===== src/rtl/reg_file_pkg.sv =====
// Shared constants and helpers for the scoreboarded register file.
package reg_file_pkg;

   localparam int DATA_W_DEF = 32;
   localparam int ADDR_W_DEF = 5;
   localparam int DEPTH_DEF  = 2**ADDR_W_DEF;
   localparam int MAX_DEPTH  = 256;

   // Callers zero-extend their busy vector to MAX_DEPTH bits.
   function automatic int unsigned popcount(input logic [MAX_DEPTH-1:0] v);
      int unsigned n;
      n = 0;
      for (int i = 0; i < MAX_DEPTH; i++) begin
         if (v[i]) n++;
      end
      return n;
   endfunction

endpackage


===== src/rtl/reg_file_bypass_mux.sv =====
// One read port: compares the read address against every write port and
// forwards the highest-indexed matching write, else the stored word.
module reg_file_bypass_mux #(
   parameter int DATA_W = 32,
   parameter int ADDR_W = 5,
   parameter int NUM_WR = 2
)(
   input  logic [ADDR_W-1:0]        i_rd_addr,
   input  logic [NUM_WR-1:0]        i_wr_en,
   input  logic [NUM_WR*ADDR_W-1:0] i_wr_addr,
   input  logic [NUM_WR*DATA_W-1:0] i_wr_data,
   input  logic [DATA_W-1:0]        i_mem_data,
   output logic [DATA_W-1:0]        o_data,
   output logic                     o_hit
);

   always_comb begin
      o_data = i_mem_data;
      o_hit  = 1'b0;
      for (int j = 0; j < NUM_WR; j++) begin
         if (i_wr_en[j] && i_wr_addr[j*ADDR_W +: ADDR_W] == i_rd_addr) begin
            o_hit  = 1'b1;
            o_data = i_wr_data[j*DATA_W +: DATA_W];
         end
      end
   end

endmodule


===== src/rtl/reg_file_sb.sv =====
// Multi-port register file with write-to-read bypass and per-register busy scoreboard.
// Optional debug read port enabled by defining REG_FILE_DEBUG_PORT_EN.
module reg_file_sb
   import reg_file_pkg::*;
#(
   parameter int DATA_W   = DATA_W_DEF,
   parameter int ADDR_W   = ADDR_W_DEF,
   parameter int NUM_RD   = 2,
   parameter int NUM_WR   = 2,
   parameter int ZERO_REG = 1
)(
   input  logic                     clk,
   input  logic                     SYS_reset_n,
   input  logic [NUM_RD*ADDR_W-1:0] REG_rd_addr,
   output logic [NUM_RD*DATA_W-1:0] REG_rd_data,
   output logic [NUM_RD-1:0]        REG_rd_ready,
   input  logic [NUM_WR-1:0]        REG_wr_en,
   input  logic [NUM_WR*ADDR_W-1:0] REG_wr_addr,
   input  logic [NUM_WR*DATA_W-1:0] REG_wr_data,
   input  logic                     REG_issue_valid,
   input  logic [ADDR_W-1:0]        REG_issue_addr,
   output logic                     REG_issue_ready,
   input  logic                     REG_flush,
   output logic [ADDR_W:0]          REG_busy_cnt
`ifdef REG_FILE_DEBUG_PORT_EN
   ,
   input  logic [ADDR_W-1:0]        REG_dbg_addr,
   output logic [DATA_W-1:0]        REG_dbg_data
`endif
);

   localparam int DEPTH = 2**ADDR_W;
   localparam int CNT_W = ADDR_W + 1;

   logic [DATA_W-1:0] r_mem [DEPTH];
   logic [DEPTH-1:0]  r_busy;
   logic [CNT_W-1:0]  r_busy_cnt;
   logic [NUM_WR-1:0] w_wr_eff;
   logic              w_issue_hit;
   logic              w_issue_fire;
   logic [DEPTH-1:0]  w_busy_nxt;

   // Writes to a hardwired r0 are dropped before they reach bypass or scoreboard.
   always_comb begin
      for (int j = 0; j < NUM_WR; j++) begin
         w_wr_eff[j] = REG_wr_en[j] &&
                       !(ZERO_REG != 0 && REG_wr_addr[j*ADDR_W +: ADDR_W] == '0);
      end
   end

   always_comb begin
      w_issue_hit = 1'b0;
      for (int j = 0; j < NUM_WR; j++) begin
         if (w_wr_eff[j] && REG_wr_addr[j*ADDR_W +: ADDR_W] == REG_issue_addr)
            w_issue_hit = 1'b1;
      end
   end

   assign REG_issue_ready = !REG_flush && (!r_busy[REG_issue_addr] || w_issue_hit);
   assign w_issue_fire    = REG_issue_valid && REG_issue_ready &&
                            !(ZERO_REG != 0 && REG_issue_addr == '0);

   // Issue is applied after write-back clears so it wins on a same-address collision.
   always_comb begin
      w_busy_nxt = r_busy;
      for (int j = 0; j < NUM_WR; j++) begin
         if (w_wr_eff[j]) w_busy_nxt[REG_wr_addr[j*ADDR_W +: ADDR_W]] = 1'b0;
      end
      if (w_issue_fire) w_busy_nxt[REG_issue_addr] = 1'b1;
      if (REG_flush)    w_busy_nxt = '0;
   end

   always_ff @(posedge clk or negedge SYS_reset_n) begin
      if (!SYS_reset_n) begin
         for (int i = 0; i < DEPTH; i++) r_mem[i] <= '0;
         r_busy     <= '0;
         r_busy_cnt <= '0;
      end else begin
         for (int j = 0; j < NUM_WR; j++) begin
            if (w_wr_eff[j])
               r_mem[REG_wr_addr[j*ADDR_W +: ADDR_W]] <= REG_wr_data[j*DATA_W +: DATA_W];
         end
         r_busy     <= w_busy_nxt;
         r_busy_cnt <= CNT_W'(popcount(MAX_DEPTH'(w_busy_nxt)));
      end
   end

   assign REG_busy_cnt = r_busy_cnt;

   for (genvar k = 0; k < NUM_RD; k++) begin : g_rd
      logic w_hit;

      reg_file_bypass_mux #(
         .DATA_W (DATA_W),
         .ADDR_W (ADDR_W),
         .NUM_WR (NUM_WR)
      ) u_mux (
         .i_rd_addr  (REG_rd_addr[k*ADDR_W +: ADDR_W]),
         .i_wr_en    (w_wr_eff),
         .i_wr_addr  (REG_wr_addr),
         .i_wr_data  (REG_wr_data),
         .i_mem_data (r_mem[REG_rd_addr[k*ADDR_W +: ADDR_W]]),
         .o_data     (REG_rd_data[k*DATA_W +: DATA_W]),
         .o_hit      (w_hit)
      );

      assign REG_rd_ready[k] = w_hit || !r_busy[REG_rd_addr[k*ADDR_W +: ADDR_W]];
   end

`ifdef REG_FILE_DEBUG_PORT_EN
   assign REG_dbg_data = (ZERO_REG != 0 && REG_dbg_addr == '0) ? '0 : r_mem[REG_dbg_addr];
`endif

endmodule


===== config.mk =====
export PLATFORM = sky130hd
export DESIGN_NAME = reg_file_sb
export DESIGN_NICKNAME = d
export VERILOG_FILES = /design/src/rtl/reg_file_pkg.sv /design/src/rtl/reg_file_bypass_mux.sv /design/src/rtl/reg_file_sb.sv
export SDC_FILE = /design/constraint.sdc
export NUM_CORES = 2
export LEC_CHECK = 0
export BUFFER_PORTS_ARGS = -buffer_cell sky130_fd_sc_hd__clkbuf_2
export CORE_UTILIZATION = 52
export CTS_BUF_LIST = sky130_fd_sc_hd__clkbuf_4 sky130_fd_sc_hd__clkbuf_8
export CTS_CLUSTER_DIAMETER = 50
export CTS_CLUSTER_SIZE = 8
export DETAILED_ROUTE_END_ITERATION = 10
export GPL_TIMING_DRIVEN = 1
export PLACE_DENSITY = 0.72
export SLEW_MARGIN = 15
export SYNTH_ARGS = -nofsm -noshare
export SYNTH_HDL_FRONTEND = slang
export SYNTH_SLANG_ARGS = --single-unit
export TNS_END_PERCENT = 50

===== constraint.sdc =====
create_clock -name clk -period 35.5 [get_ports clk]
set_input_delay 0 -clock clk [delete_from_list [all_inputs] [get_ports clk]]
set_output_delay 0 -clock clk [all_outputs]
set_load 0.02 [all_outputs]

# Yosys cells after proc, flatten, opt, wreduce, memory -nomap -nowiden

Index checks and enable logic that the tools add are counted.
W data, S select, Z words.

Reductions and logical operators: 29
$add $sub $neg: 31
Multiply operators: 0
Divide/modulo/power cells: 0
Magnitude comparators: 14
Eq/ne operators: 6
Bitwise operators: 9
Shift-type cells: 0
Muxes and demuxes: 72

Operators with widths:

| cell                  | number |
|---|---|
| $bwmux W1024          | 2 |
| $mux W1024            | 2 |
| $mux W32              | 14 |
| $bmux W32 S5          | 2 |
| $demux W32 S5         | 2 |
| $mux W6               | 30 |
| $add A6 B1 Y6 const B | 29 |
| $and A32 B32 Y32      | 2 |
| $not A32 Y32          | 2 |
| $or A32 B32 Y32       | 1 |
| $eq A5 B5 Y1          | 6 |
| $lt A5 B6 Y1 const B  | 5 |
| $ge A6 B6 Y1 const B  | 4 |
| $not A5 Y6            | 4 |
| $logic_and A1 B1 Y1   | 16 |
| $bmux W1 S5           | 3 |
| $demux W1 S5          | 3 |
| $ge A5 B1 Y1 const B  | 3 |
| $logic_not A5 Y1      | 3 |
| $mux W1               | 13 |
| $lt A6 B1 Y1 const B  | 2 |
| $logic_not A1 Y1      | 7 |
| $add A2 B1 Y3 const B | 1 |
| $logic_or A1 B1 Y1    | 3 |
| 2 further kinds       | 2 |

Register bits after elaboration: 1062
RAM bits: 0
Latch bits: 0
Memories kept: 0
Input bits: 95
Memory bits (read-only): 0
Output and inout port bits: 73

# Depth between registers and ports, before layout

Depth in word-level cells: 75
Mapped depth: 98
Depth with buffers taken out: 96

# Hierarchy

A second synthesis with hierarchy kept.

Cells, all modules: 7024
Area, all modules: 72433.2 µm²

Modules (own cells, without submodules):

| module              | seq. area each (µm²) | instances | cells an instance | area each (µm²) |
|---|---|---|---|---|
| reg_file_sb         | 26575.5              | 1         | 6680              | 70401.3 |
| reg_file_bypass_mux | 0.0                  | 2         | 172               | 1016.0 |

# Worst setup path after synthesis

No wires, ideal clock.

Kind: reg-to-reg
From: reg r_busy[6]
To: reg r_busy_cnt[4], in the netlist REG_busy_cnt[4]
Path buffers: 0
Library setup time: 80 ps
Required time: 35420 ps
Arrival: 16879 ps
Clock period less this slack: 16959 ps
Slack: 18541 ps
Stages on the path, launching flop included: 90
Path through: dfrtp_1 -> mux4_2 -> nor4b_1 -> a311oi_4 -> nand4_4 -> a21o_1 -> nor2_1 -> a32oi_1 -> or2_2 -> ha_1 -> xnor2_1 -> inv_1 -> ha_1 -> and2_1 -> nand2b_1 -> ha_1 -> mux2i_1 -> o31ai_1 -> [... 54 more ...] -> a21oi_1 -> ha_1 -> o31a_1 -> xor2_1 -> mux2_2 -> ha_1 -> nor3_1 -> o31ai_1 -> ha_1 -> mux2_2 -> ha_1 -> mux2_2 -> ha_1 -> nand2_1 -> or3_1 -> mux2i_1 -> xor2_1 -> xnor2_1

Cells in the longest elaborated chain, start to end: 72

Ends and longest elaborated chain:

| what                             | line               | text |
|---|---|---|
| start: declaration               | reg_file_sb.sv:36  | `logic [DEPTH-1:0] r_busy;` |
| start signal: assignment         | reg_file_sb.sv:83  | `r_busy <= w_busy_nxt;` |
| $bmux W1 S5                      | reg_file_sb.sv:59  | `assign REG_issue_ready = !REG_flush && (!r_busy[REG_issue_addr] \|\| w_issue_hit);` |
| $mux W1 (implied by the code)    | reg_file_sb.sv:59  |  |
| $logic_not A1 Y1                 | reg_file_sb.sv:59  |  |
| $logic_or A1 B1 Y1               | reg_file_sb.sv:59  |  |
| $logic_and A1 B1 Y1              | reg_file_sb.sv:59  |  |
| $logic_and A1 B1 Y1 (2 in a row) | reg_file_sb.sv:60  | `assign w_issue_fire = REG_issue_valid && REG_issue_ready &&` |
| $mux W32 (*)                     | reg_file_sb.sv:69  | `if (w_issue_fire) w_busy_nxt[REG_issue_addr] = 1'b1;` |
| $mux W32 (*)                     | reg_file_sb.sv:70  | `if (REG_flush) w_busy_nxt = '0;` |
| [... 55 more ...]                | --                 |  |
| $add A6 B1 Y6                    | reg_file_pkg.sv:14 | `if (v[i]) n++;` |
| $mux W6                          | reg_file_pkg.sv:14 |  |
| $add A6 B1 Y6                    | reg_file_pkg.sv:14 |  |
| $mux W6                          | reg_file_pkg.sv:14 |  |
| $add A6 B1 Y6                    | reg_file_pkg.sv:14 |  |
| $mux W6                          | reg_file_pkg.sv:14 |  |
| $add A6 B1 Y6                    | reg_file_pkg.sv:14 |  |
| $mux W6 (*)                      | reg_file_pkg.sv:14 |  |
| end signal: assignment           | reg_file_sb.sv:84  | `r_busy_cnt <= CNT_W'(popcount(MAX_DEPTH'(w_busy_nxt)));` |
| end: declaration                 | reg_file_sb.sv:37  | `logic [CNT_W-1:0] r_busy_cnt;` |

Every way passes the cells marked *; elsewhere a longest branch is shown, timed or not. The select of a mux whose other input is x is not followed.

# Worst setup path after layout

Same ends and word-level chain as after synthesis.

==> impl_metrics.yaml <==
yosys:
  syn_inst: 6997
  synth.distinct_cells: 91
  synth_area_per_cell_um2: 10.22
  async_flop_share_pct: 100.0
  synth_flop_cell: "dfrtp_1"
  synth_edf_count: 0
  synth-seq-cells: 1062
  syn_area_um2: 71510
  seq_area_frac_synth_pct: 37.17
  synth_fp_nets: 7123
  yosysWarnings: 0
critical_path:
  critPathArrivalTime_ns: 20.58
  worstPathMaxFanout: 7
  critPathSlowestCell: "o21ai_0"
  end_kind: "flop"
  required_ns: 36.31
  worst-path-buf-inv: 1
  crit_path_frequent_cell: "ha_1"
  max_stage_delay_ns: 0.51
  crit_family: "compound AO/OA/AOI/OAI gates"
  crit_type: "flop to flop"
  worstSetupStartpointType: "flop"
sta:
  clock.fmax_ghz: 0.05060
  slew_violations: 0
  fin_crit_sh_pct: 55.67
  worst_pin_slew_ns: 1.236
  hold_violations: 0
  slew_headroom_pct: 17.39
  skew_ns: 0.03787
  fin_crit_ns: 19.76
  tns_ns: 0
  finalSetupViolations: 0
  grt_setup_unrepaired: "false"
global_route:
  grt_overflow: 0
  grt_use_total_pct: 36.47
  grt_pass1_wl_mm: 378.5
  first_global_vias: 57194
  antenna_found_initial: 10
  grt_max_degree: 174
clocking:
  post_cts_buffers: 0
  clockBufferDepth: 3
  cts_tree: "yes"
  cts_made_buffers: 157
  cts.htree.levels: 4
  cts-resized-gates: 0
  clk_latency_ns: 0.89
  clk_pin_slew_worst_paths_ns: 0.07
  root_buffer: "clkbuf_8"
  cts_num_sinks: 1062
place:
  port_buffers: 167
  globalplace.congestion: 0.9334
  postPlaceCellArea_um2: 72900
  dp_hpwl_mm: 143.9
floorplan:
  fp.dieH_um: 372.8
  io_pins: 168
  start_util_pct: 52.59
  core_um2: 136000
  rows: 135
  die_w_um: 372.8
  dieArea_um2: 139000
pwr:
  power_density_nw_per_um2: 50.98
  total_power_uw: 3905
  p_leak_uw: 0.03250
  peakVddDrop_uv: 44.74
route:
  vias: 59112
  ant_nets: 0
  first_pass_iters: 8
  dr_wl_met2_mm: 113.5
  viasPerCell: 6.921
  routedLengthMet1_mm: 92.41
  drcViolationCount: 0
  finalWirelength_mm: 255.9
  route.met3.wl_mm: 32.25
  drtIter0Drc: 8865
  wl_per_cell_um: 29.96
  routed.top_layer: "met5"
finish:
  fillers: 11364
  nets: 6843
  fin_area_um2: 76590
  drive_gt1_share_pct: 18.54
  syn2layout_area_growth_pct: 7.116
outcome:
  status: "complete, no violations"
run:
  maxCapViolCount: 0
min_path:
  hold_path.class: "input pin to flop"
-- state kept, by name (all words and copies together) (netlist names) --
register      flops
r_mem          1024
r_busy           32
REG_busy_cnt      6
-- final timing paths --
check	startpoint	cells past startpoint	slack [ns]	to
worst max-delay path	r_busy[6]	89	15.74	REG_busy_cnt[4]
worst min register to register	r_mem[1017]	0	0.40	r_mem[1017]
min in group asynchronous	SYS_reset_n	4	0.36	r_mem[636]
worst max register to register	r_busy[6]	89	15.74	REG_busy_cnt[4]
max in group asynchronous	SYS_reset_n	6	32.59	r_mem[230]
worst min-delay path	REG_wr_addr[7]	3	0.09	r_mem[544]
-- Yosys cell counts (50+ instances only) --
cell,count,area share (%)
buf_1,167,0.88
mux4_2,662,21
mux2i_1,896,13
xor2_1,50,0.61
clkbuf_1,628,3.3
nor2_1,970,5.1
nand2_1,627,3.3
a21oi_1,923,6.5
xnor2_1,90,1.1
a31oi_1,69,0.60
dfrtp_1,1062,37
nand3_1,63,0.44
o21ai_0,354,2.5
-- repair_timing --
action                      CTS  global route
hold buffers                105             0
hold endpoints to repair   1140             0
setup endpoints to repair     0             0
-- kinds of logic (layout without fill, tap and decap cells) --
logic type / count (synthesis) / after routing / synth area share (%)
flops: 1062 / 1062 / 37.17
fa+ha+maj: 32 / 32 / 0.5564
simple gates: 1864 / 1864 / 10.79
mux: 1566 / 1566 / 33.52
other cells: 0 / 6 / 0
buf+inv: 849 / 606 / 4.500
xor+xnor: 174 / 174 / 2.705
compound gates: 1450 / 1450 / 10.77
-- area by class of cell --
cell class	instances	area, µm²	share of cell area [%]
flip-flops and latches	1062	26580	34.70
multi-input cells	5086	42250	55.16
clock buffers	183	2450	3.198
repair buffers	371	2788	3.640
well taps	1781	2228	2.909
inverters	39	146.4	0.1911
clock inverters	13	140.1	0.1830
diodes	6	15.01	0.01960
-- cell usage in the layout (no fill, tap or decap), drive strengths merged, types with 8 or more instances in the layout --
cell type,instances
mux2,8
o31ai,11
dfrtp,1062
or3,8
nor2,971
dlygate4sd3,104
ha,31
o22ai,11
buf,111
o21ai,357
and2,30
nor2b,18
xnor3,9
nand3b,9
nor3b,9
clkbuf,339
nand4,11
nor3,22
mux4,662
inv,38
and3,17
nand2b,16
mux2i,896
nand3,63
or2,13
nor4,14
xnor2,107
a21o,9
nand2,627
a21oi,925
xor2,56
a31oi,70
-- power breakdown --
group | total [µW] | switching, µW | internal, µW
clock | 949 | 492 | 457
combinational | 1200 | 560 | 636
sequential | 1760 | 240 | 1520
-- tightest hold or removal path, delay by kind of cell --
kind | cells | cell delay (ns)
simple gates | 1 | 0.51
compound gates | 1 | 0.12
buf+inv | 1 | 0.29
-- stage by stage --
step | std cells | worst slack [ns] | hold WS [ns] | utilization, %
floorplan | 6997 | 18.54 | -0.2956 | -
global placement | 8233 | 16.00 | 0.1179 | 53.61
detailed placement | 8233 | 15.76 | 0.1175 | 53.61
CTS | 8534 | 16.03 | 0.02179 | 56.30
global route | 8537 | 14.48 | 0.1286 | 56.32
finish | 8541 | 15.74 | 0.08996 | 56.33
-- per-layer routing --
metal | global-route usage (%) | vias to the layer above
met5 | 0 | -
met4 | 21.96 | 6
met3 | 9.382 | 1072
met2 | 54.91 | 4373
met1 | 47.57 | 28994
li1 | - | 24667
(Power assumes the default switching activity.)
